File: src/rtl/cpu_pkg.sv
`default_nettype none
// ============================================================================
// Module   : cpu_pkg
// Purpose  : Types and constants shared by the fetch front end and the
//            control unit of the single-cycle MIPS CPU.
// Contents : pcsrc_t       - next-PC select encoding (control unit matches it)
//            fetch_state_t - fetch FSM state encoding
//            WORD_BYTES    - bytes per instruction word
// Revision : 1.0 - initial release
// ============================================================================
package cpu_pkg;

  localparam int unsigned WORD_BYTES = 4;

  typedef enum logic [1:0] {
    PC_SEQ = 2'b00,
    PC_BR  = 2'b01,
    PC_JR  = 2'b10,
    PC_J   = 2'b11
  } pcsrc_t;

  typedef enum logic [1:0] {
    S_REQ  = 2'b00,
    S_WAIT = 2'b01,
    S_EXEC = 2'b10,
    S_TRAP = 2'b11
  } fetch_state_t;

endpackage : cpu_pkg
`default_nettype wire

File: src/rtl/fetch_unit_if.sv
`default_nettype none
// ============================================================================
// Module   : fetch_unit_if
// Purpose  : Request/response instruction-memory port.
// Ports    : imem_req    - fetch request valid (fetch -> memory)
//            imem_addr   - fetch byte address  (fetch -> memory)
//            imem_ready  - request accepted    (memory -> fetch)
//            imem_rvalid - read data valid     (memory -> fetch)
//            imem_rdata  - instruction word    (memory -> fetch)
// Modports : master (fetch side), slave (memory side)
// Revision : 1.0 - initial release
// ============================================================================
interface fetch_unit_if;
  logic        imem_req;
  logic [31:0] imem_addr;
  logic        imem_ready;
  logic        imem_rvalid;
  logic [31:0] imem_rdata;

  modport master (
    output imem_req, imem_addr,
    input  imem_ready, imem_rvalid, imem_rdata
  );

  modport slave (
    input  imem_req, imem_addr,
    output imem_ready, imem_rvalid, imem_rdata
  );
endinterface : fetch_unit_if
`default_nettype wire

File: src/rtl/fetch_unit_npc_gen.sv
`default_nettype none
// ============================================================================
// Module   : npc_gen
// Purpose  : Combinational next-PC generator (sequential, branch, jr, j/jal).
//            All arithmetic wraps modulo 2^32.
// Ports    : pc4   in  32 - address of the following instruction
//            inst  in  32 - current instruction word
//            ra    in  32 - rs register value (jr target)
//            pcsrc in   2 - next-PC select
//            npc   out 32 - next PC
// Revision : 1.0 - initial release
// ============================================================================
module npc_gen
  import cpu_pkg::*;
(
  input  logic [31:0] pc4,
  input  logic [31:0] inst,
  input  logic [31:0] ra,
  input  pcsrc_t      pcsrc,
  output logic [31:0] npc
);

  logic [31:0] w_br_off;

  // Sign-extended word offset, shifted to a byte offset.
  assign w_br_off = {{14{inst[15]}}, inst[15:0], 2'b00};

  always_comb begin
    npc = pc4;
    case (pcsrc)
      PC_SEQ:  npc = pc4;
      PC_BR:   npc = pc4 + w_br_off;
      PC_JR:   npc = ra;
      PC_J:    npc = {pc4[31:28], inst[25:0], 2'b00};
      default: npc = pc4;
    endcase
  end

endmodule : npc_gen
`default_nettype wire

File: src/rtl/fetch_unit.sv
`default_nettype none
// ============================================================================
// Module   : fetch_unit
// Purpose  : Instruction fetch front end: owns the PC, fetches through the
//            request/response memory port and presents one instruction per
//            execute window. A misaligned next PC traps until reset.
// Ports    : clk, rst      - clock, synchronous active-high reset
//            imem          - instruction-memory port (master side)
//            inst, pc, pc4 - latched instruction, its address, address + 4
//            inst_valid    - execute window
//            pcsrc, ra     - next-PC select and jr target
//            stall         - extend the execute window
//            misalign_err  - sticky misaligned-next-PC flag
// Revision : 1.0 - initial release
// ============================================================================
module fetch_unit
  import cpu_pkg::*;
#(
  parameter logic [31:0] RESET_PC = 32'h0000_0000
) (
  input  logic               clk,
  input  logic               rst,
  fetch_unit_if.master       imem,
  output logic [31:0]        inst,
  output logic [31:0]        pc,
  output logic [31:0]        pc4,
  output logic               inst_valid,
  input  logic [1:0]         pcsrc,
  input  logic [31:0]        ra,
  input  logic               stall,
  output logic               misalign_err
);

  fetch_state_t r_state;
  logic [31:0]  r_pc;
  logic [31:0]  r_inst;
  logic         r_misalign;
  logic [31:0]  w_pc4;
  logic [31:0]  w_npc;

  assign w_pc4 = r_pc + 32'(WORD_BYTES);

  npc_gen u_npc_gen (
    .pc4   (w_pc4),
    .inst  (r_inst),
    .ra    (ra),
    .pcsrc (pcsrc_t'(pcsrc)),
    .npc   (w_npc)
  );

  always_ff @(posedge clk) begin
    if (rst) begin
      r_state    <= S_REQ;
      r_pc       <= RESET_PC;
      r_inst     <= 32'h0;
      r_misalign <= 1'b0;
    end else begin
      case (r_state)
        S_REQ: begin
          // rvalid is deliberately ignored here: it may be a leftover
          // response from a fetch aborted by reset.
          if (imem.imem_ready) r_state <= S_WAIT;
        end
        S_WAIT: begin
          if (imem.imem_rvalid) begin
            r_inst  <= imem.imem_rdata;
            r_state <= S_EXEC;
          end
        end
        S_EXEC: begin
          if (!stall) begin
            if (w_npc[1:0] != 2'b00) begin
              r_misalign <= 1'b1;
              r_state    <= S_TRAP;
            end else begin
              r_pc    <= w_npc;
              r_state <= S_REQ;
            end
          end
        end
        S_TRAP: r_state <= S_TRAP;
        default: r_state <= S_REQ;
      endcase
    end
  end

  // Handshake outputs are forced low during reset so nothing downstream
  // acts on state that is about to be discarded.
  assign imem.imem_req  = (r_state == S_REQ) && !rst;
  assign imem.imem_addr = r_pc;
  assign inst_valid     = (r_state == S_EXEC) && !rst;
  assign misalign_err   = r_misalign && !rst;
  assign inst           = r_inst;
  assign pc             = r_pc;
  assign pc4            = w_pc4;

endmodule : fetch_unit
`default_nettype wire

File: src/flat_wrapper.sv
// flat-port wrapper written by rule: the top's interface ports become plain ports
module fetch_unit_flat import cpu_pkg::*;
#(
  parameter logic [31:0] RESET_PC = 32'h0000_0000
)
  (clk, rst, inst, pc, pc4, inst_valid, pcsrc, ra, stall, misalign_err, imem_imem_req, imem_imem_addr, imem_imem_ready, imem_imem_rvalid, imem_imem_rdata);
  fetch_unit_if imem_i ();
  input  logic clk;
  input  logic rst;
  output logic [31:0] inst;
  output logic [31:0] pc;
  output logic [31:0] pc4;
  output logic inst_valid;
  input  logic [1:0] pcsrc;
  input  logic [31:0] ra;
  input  logic stall;
  output logic misalign_err;
  output wire logic [$bits(imem_i.imem_req)-1:0] imem_imem_req;
  output wire logic [$bits(imem_i.imem_addr)-1:0] imem_imem_addr;
  input wire logic [$bits(imem_i.imem_ready)-1:0] imem_imem_ready;
  input wire logic [$bits(imem_i.imem_rvalid)-1:0] imem_imem_rvalid;
  input wire logic [$bits(imem_i.imem_rdata)-1:0] imem_imem_rdata;
  assign imem_imem_req = imem_i.imem_req;
  assign imem_imem_addr = imem_i.imem_addr;
  assign imem_i.imem_ready = imem_imem_ready;
  assign imem_i.imem_rvalid = imem_imem_rvalid;
  assign imem_i.imem_rdata = imem_imem_rdata;
  fetch_unit #(.RESET_PC(RESET_PC)) u_core (.clk(clk), .rst(rst), .imem(imem_i), .inst(inst), .pc(pc), .pc4(pc4), .inst_valid(inst_valid), .pcsrc(pcsrc), .ra(ra), .stall(stall), .misalign_err(misalign_err));
endmodule
File: config.mk
export PLATFORM = sky130hd
export DESIGN_NAME = fetch_unit_flat
export DESIGN_NICKNAME = d
export VERILOG_FILES = /design/src/rtl/cpu_pkg.sv /design/src/rtl/fetch_unit_if.sv /design/src/rtl/fetch_unit_npc_gen.sv /design/src/rtl/fetch_unit.sv /design/src/flat_wrapper.sv
export SDC_FILE = /design/constraint.sdc
export NUM_CORES = 1
export LEC_CHECK = 0
export ABC_AREA = 1
export ABC_CLOCK_PERIOD_IN_PS = 5830
export CAP_MARGIN = 20
export CELL_PAD_IN_SITES_DETAIL_PLACEMENT = 1
export CELL_PAD_IN_SITES_GLOBAL_PLACEMENT = 1
export CORE_AREA = 2 2 143 145
export CTS_CLUSTER_SIZE = 8
export DETAILED_ROUTE_END_ITERATION = 16
export DIE_AREA = 0 0 145 147
export HOLD_SLACK_MARGIN = 0.02
export PLACE_DENSITY = 0.87
export SLEW_MARGIN = 20
export SYNTH_ARGS = -nofsm -noshare
export SYNTH_HDL_FRONTEND = slang
export SYNTH_HIERARCHICAL = 1
export SYNTH_SLANG_ARGS = --single-unit
File: constraint.sdc
create_clock -name clk -period 5.83 [get_ports clk]
set_clock_uncertainty 0.05 [all_clocks]
set_input_delay 0.8745 -clock clk [delete_from_list [all_inputs] [get_ports clk]]
set_output_delay 0.8745 -clock clk [all_outputs]
set_load 0.02 [all_outputs]
==> impl_metrics.ini <==
[critical_path]
crit_chain = clkdlybuf4s50_1 -> clkinv_1 -> nand3_1 -> o21ai_0 -> nor2_1 -> nand3_2 -> inv_2 -> nor2_1 -> nor2_1
cp-end-kind = flop
cpMostUsedCell = nor2_1
cp.required_ns = 6.04
crit_type = in2reg
cp-start-kind = primary input
slowest_stage = clkinv_1
critPathArrivalTime_ns = 4.56
crit_fanout = 42
slowest_delay_ns = 0.80

[floorplan]
io_pins = 202
die-area_um2 = 21300
rows = 52
die_w_um = 145
start_util = 0.334
core_um2 = 19800
die-height_um = 147

[final_layout]
antenna_cells = 0
mostFrequentLayoutCells = 358 x nand2_1, 201 x clkdlybuf4s50_1, 159 x inv_1, 115 x nor2_1, 102 x nand3_1
fillers = 2690
layout_commonest_cell = nand2_1
drive_above_1_share = 0.0532
area_delta_synth_final_pct = 34.4
final_nets = 1413

[outcome]
status = finished, final reports clean

[logic_synthesis]
syn_avg_cell_area_um2 = 5.68
syn-num-nets = 1267
synthesis.area_um2 = 6620
ys_types = 38
ys_warn_count = 6
syn_inst = 1165
synth_seq_area_share = 0.203
ys_ff_latch = 67

[drt]
drtIter0Drc = 650
drc = 0
vias_per_cell = 5.14
dr.pass1.iters = 5
wl_per_cell_um = 17.8
num_vias = 8146
ant_nets = 0
drt-total-wl_mm = 28.3

[global_routing]
grt_max_degree = 66
grt_pass1_vias = 8342
use_met1 = 0.327
gr-total-overflow = 0
grt_antenna_before_repair = 0
track_usage = 0.262
grt_pass1_wl_mm = 44.7
met2_usage = 0.457
grtUsageMet3 = 0.0590
top_usage_layer = met2

[timing]
slew_violations = 0
postLayoutSetupSlackWorst_ns = 1.48
setup_viol = 0
fmax_ghz = 0.230
fin_crit_sh = 0.745
finalSetupTns_ns = 0
final-hold-violation-count = 0
rsz0062_at_grt = no
max_slew_margin = 0.315
worst-slew-pin-transition_ns = 1.02
finalCriticalPeriod_ns = 4.35

[place]
dp_hpwl_mm = 22.9
preCtsSetupSlack_ns = 1.67
gp_congestion = 0.928
portBuffers = 201

[min_path]
hold_class = reg2reg

[clock_network]
cts_resized = 0
insertion_delay_ns = 0.33
cts_tree = yes
htreeDepth = 3
path_clk_slew_ns = 0.06
cts-buffers-inserted = 9
cts_sinks = 67
post-cts-setup-buffer-count = 0
cts-root-buf = clkbuf_16
holdBufCountCts = 0
clk_path_buf_depth = 2

[pwr]
power.internal_uw = 1080
clockPowerShare = 0.360
powerDensity_nw_per_um2 = 184
power_switching_uw = 555
vdd_drop_max_uv = 160
switching_share = 0.339
sequentialPowerShare = 0.335
p_leak_uw = 0.00394
pwr-share-comb = 0.305

[job]
cap_violations = 0
-- flip-flops by register name, indices dropped and copies added, names as in the netlist --
signal	cells
u_core/r_state	2
u_core/r_misalign	1
u_core/inst	32
u_core/imem.imem_addr	32
-- cells in the mapped netlist --
| library cell | count | area (um^2) |
|---|---|---|
| dfxtp_1 | 67 | 1340 |
| nor2_1 | 116 | 435 |
| or2_2 | 7 | 43.8 |
| nor2_4 | 3 | 33.8 |
| nor3_1 | 4 | 20.0 |
| nand4_1 | 21 | 131 |
| nand3_1 | 102 | 510 |
| nand3b_1 | 14 | 105 |
| nand2_2 | 15 | 93.8 |
| fa_1 | 1 | 20.0 |
| buf_2 | 6 | 30.0 |
| buf_4 | 34 | 255 |
| inv_2 | 5 | 18.8 |
| a21oi_1 | 65 | 325 |
| inv_1 | 160 | 601 |
| xnor2_1 | 8 | 70.1 |
| nand2_1 | 358 | 1340 |
| xor2_2 | 1 | 16.3 |
| nand3_2 | 4 | 40.0 |
| nor3_2 | 1 | 10.0 |
| a21boi_0 | 5 | 37.5 |
| clkbuf_2 | 4 | 20.0 |
| xor2_1 | 7 | 61.3 |
| nor2_2 | 14 | 87.6 |
| o211ai_1 | 1 | 7.51 |
| nand2_4 | 2 | 22.5 |
| o21bai_1 | 2 | 15.0 |
| or2_1 | 2 | 12.5 |
| buf_1 | 1 | 3.75 |
| and2_1 | 3 | 18.8 |
| and3_1 | 1 | 6.26 |
| clkbuf_1 | 22 | 82.6 |
| o21ai_0 | 72 | 360 |
| ha_1 | 30 | 375 |
| a21o_1 | 1 | 7.51 |
| buf_6 | 2 | 22.5 |
| o21ai_1 | 3 | 15.0 |
| nor2_8 | 1 | 20.0 |
-- per-stage QoR --
| step | cell area (um^2) | hold WS [ns] | std cells | util | power (uW) |
|---|---|---|---|---|---|
| 3_5_place_dp | 8580 | 0.397 | 1570 | 0.432 | 1050 |
| 3_3_place_gp | 8580 | 0.383 | 1570 | 0.432 | 1030 |
| 6_report | 8900 | 0.400 | 1586 | 0.449 | 1640 |
| 5_1_grt | 8900 | 0.414 | 1586 | 0.449 | 1710 |
| 2_1_floorplan | 6620 | 0.397 | 1165 | - | 818 |
| 4_1_cts | 8890 | 0.404 | 1586 | 0.448 | 1640 |
-- worst max-delay path, delay by kind of cell --
family	cells	cell delay (ns)
AOI/OAI and AO/OA	1	0.17
buffers and inverters	3	1.95
and+or+nand+nor	5	1.54
-- layer usage --
layer | vias to the layer above | share of wire
met5 | - | 0
li1 | 3947 | -
met4 | 0 | 0.018
met1 | 3899 | 0.43
met2 | 267 | 0.48
met3 | 33 | 0.073
-- kinds of logic after synthesis --
| logic type | Yosys count | share of synthesized area |
|---|---|---|
| xor gates and xnor gates | 16 | 0.0223 |
| and+or+nand+nor | 668 | 0.443 |
| DFF | 67 | 0.203 |
| buffers and inverters | 234 | 0.156 |
| adders and majority gates | 31 | 0.0597 |
| AOI/OAI and AO/OA | 149 | 0.116 |
-- power groups by stage --
stage / clock network, uW / logic, uW / registers [uW]
6_report: 589 / 498 / 548
5_1_grt: 616 / 539 / 553
4_1_cts: 594 / 493 / 548
3_5_place_dp: 0 / 490 / 557
3_3_place_gp: 0 / 477 / 556
2_1_floorplan: 0 / 243 / 575
-- final timing paths --
path                                 start                        end  slack, ns  depth (start not counted)
setup / recovery                  pcsrc[0]   u_core/imem.imem_addr[7]       1.48                          9
hold / removal             u_core/inst[26]            u_core/inst[26]       0.40                          2
setup reg to reg  u_core/imem.imem_addr[3]  u_core/imem.imem_addr[30]       2.11                         19
hold reg to reg            u_core/inst[26]            u_core/inst[26]       0.40                          2
-- final cells by class --
cell class | instances | area, um^2 | share of cell area
tap | 270 | 338 | 0.0380
clock buffer | 12 | 236 | 0.0266
multi-input combinational | 864 | 4260 | 0.478
timing repair buffer | 204 | 2030 | 0.229
inverter | 165 | 619 | 0.0696
sequential | 67 | 1340 | 0.151
clock inverter | 4 | 75.1 | 0.00843
Power figures use the tool's default switching activity.
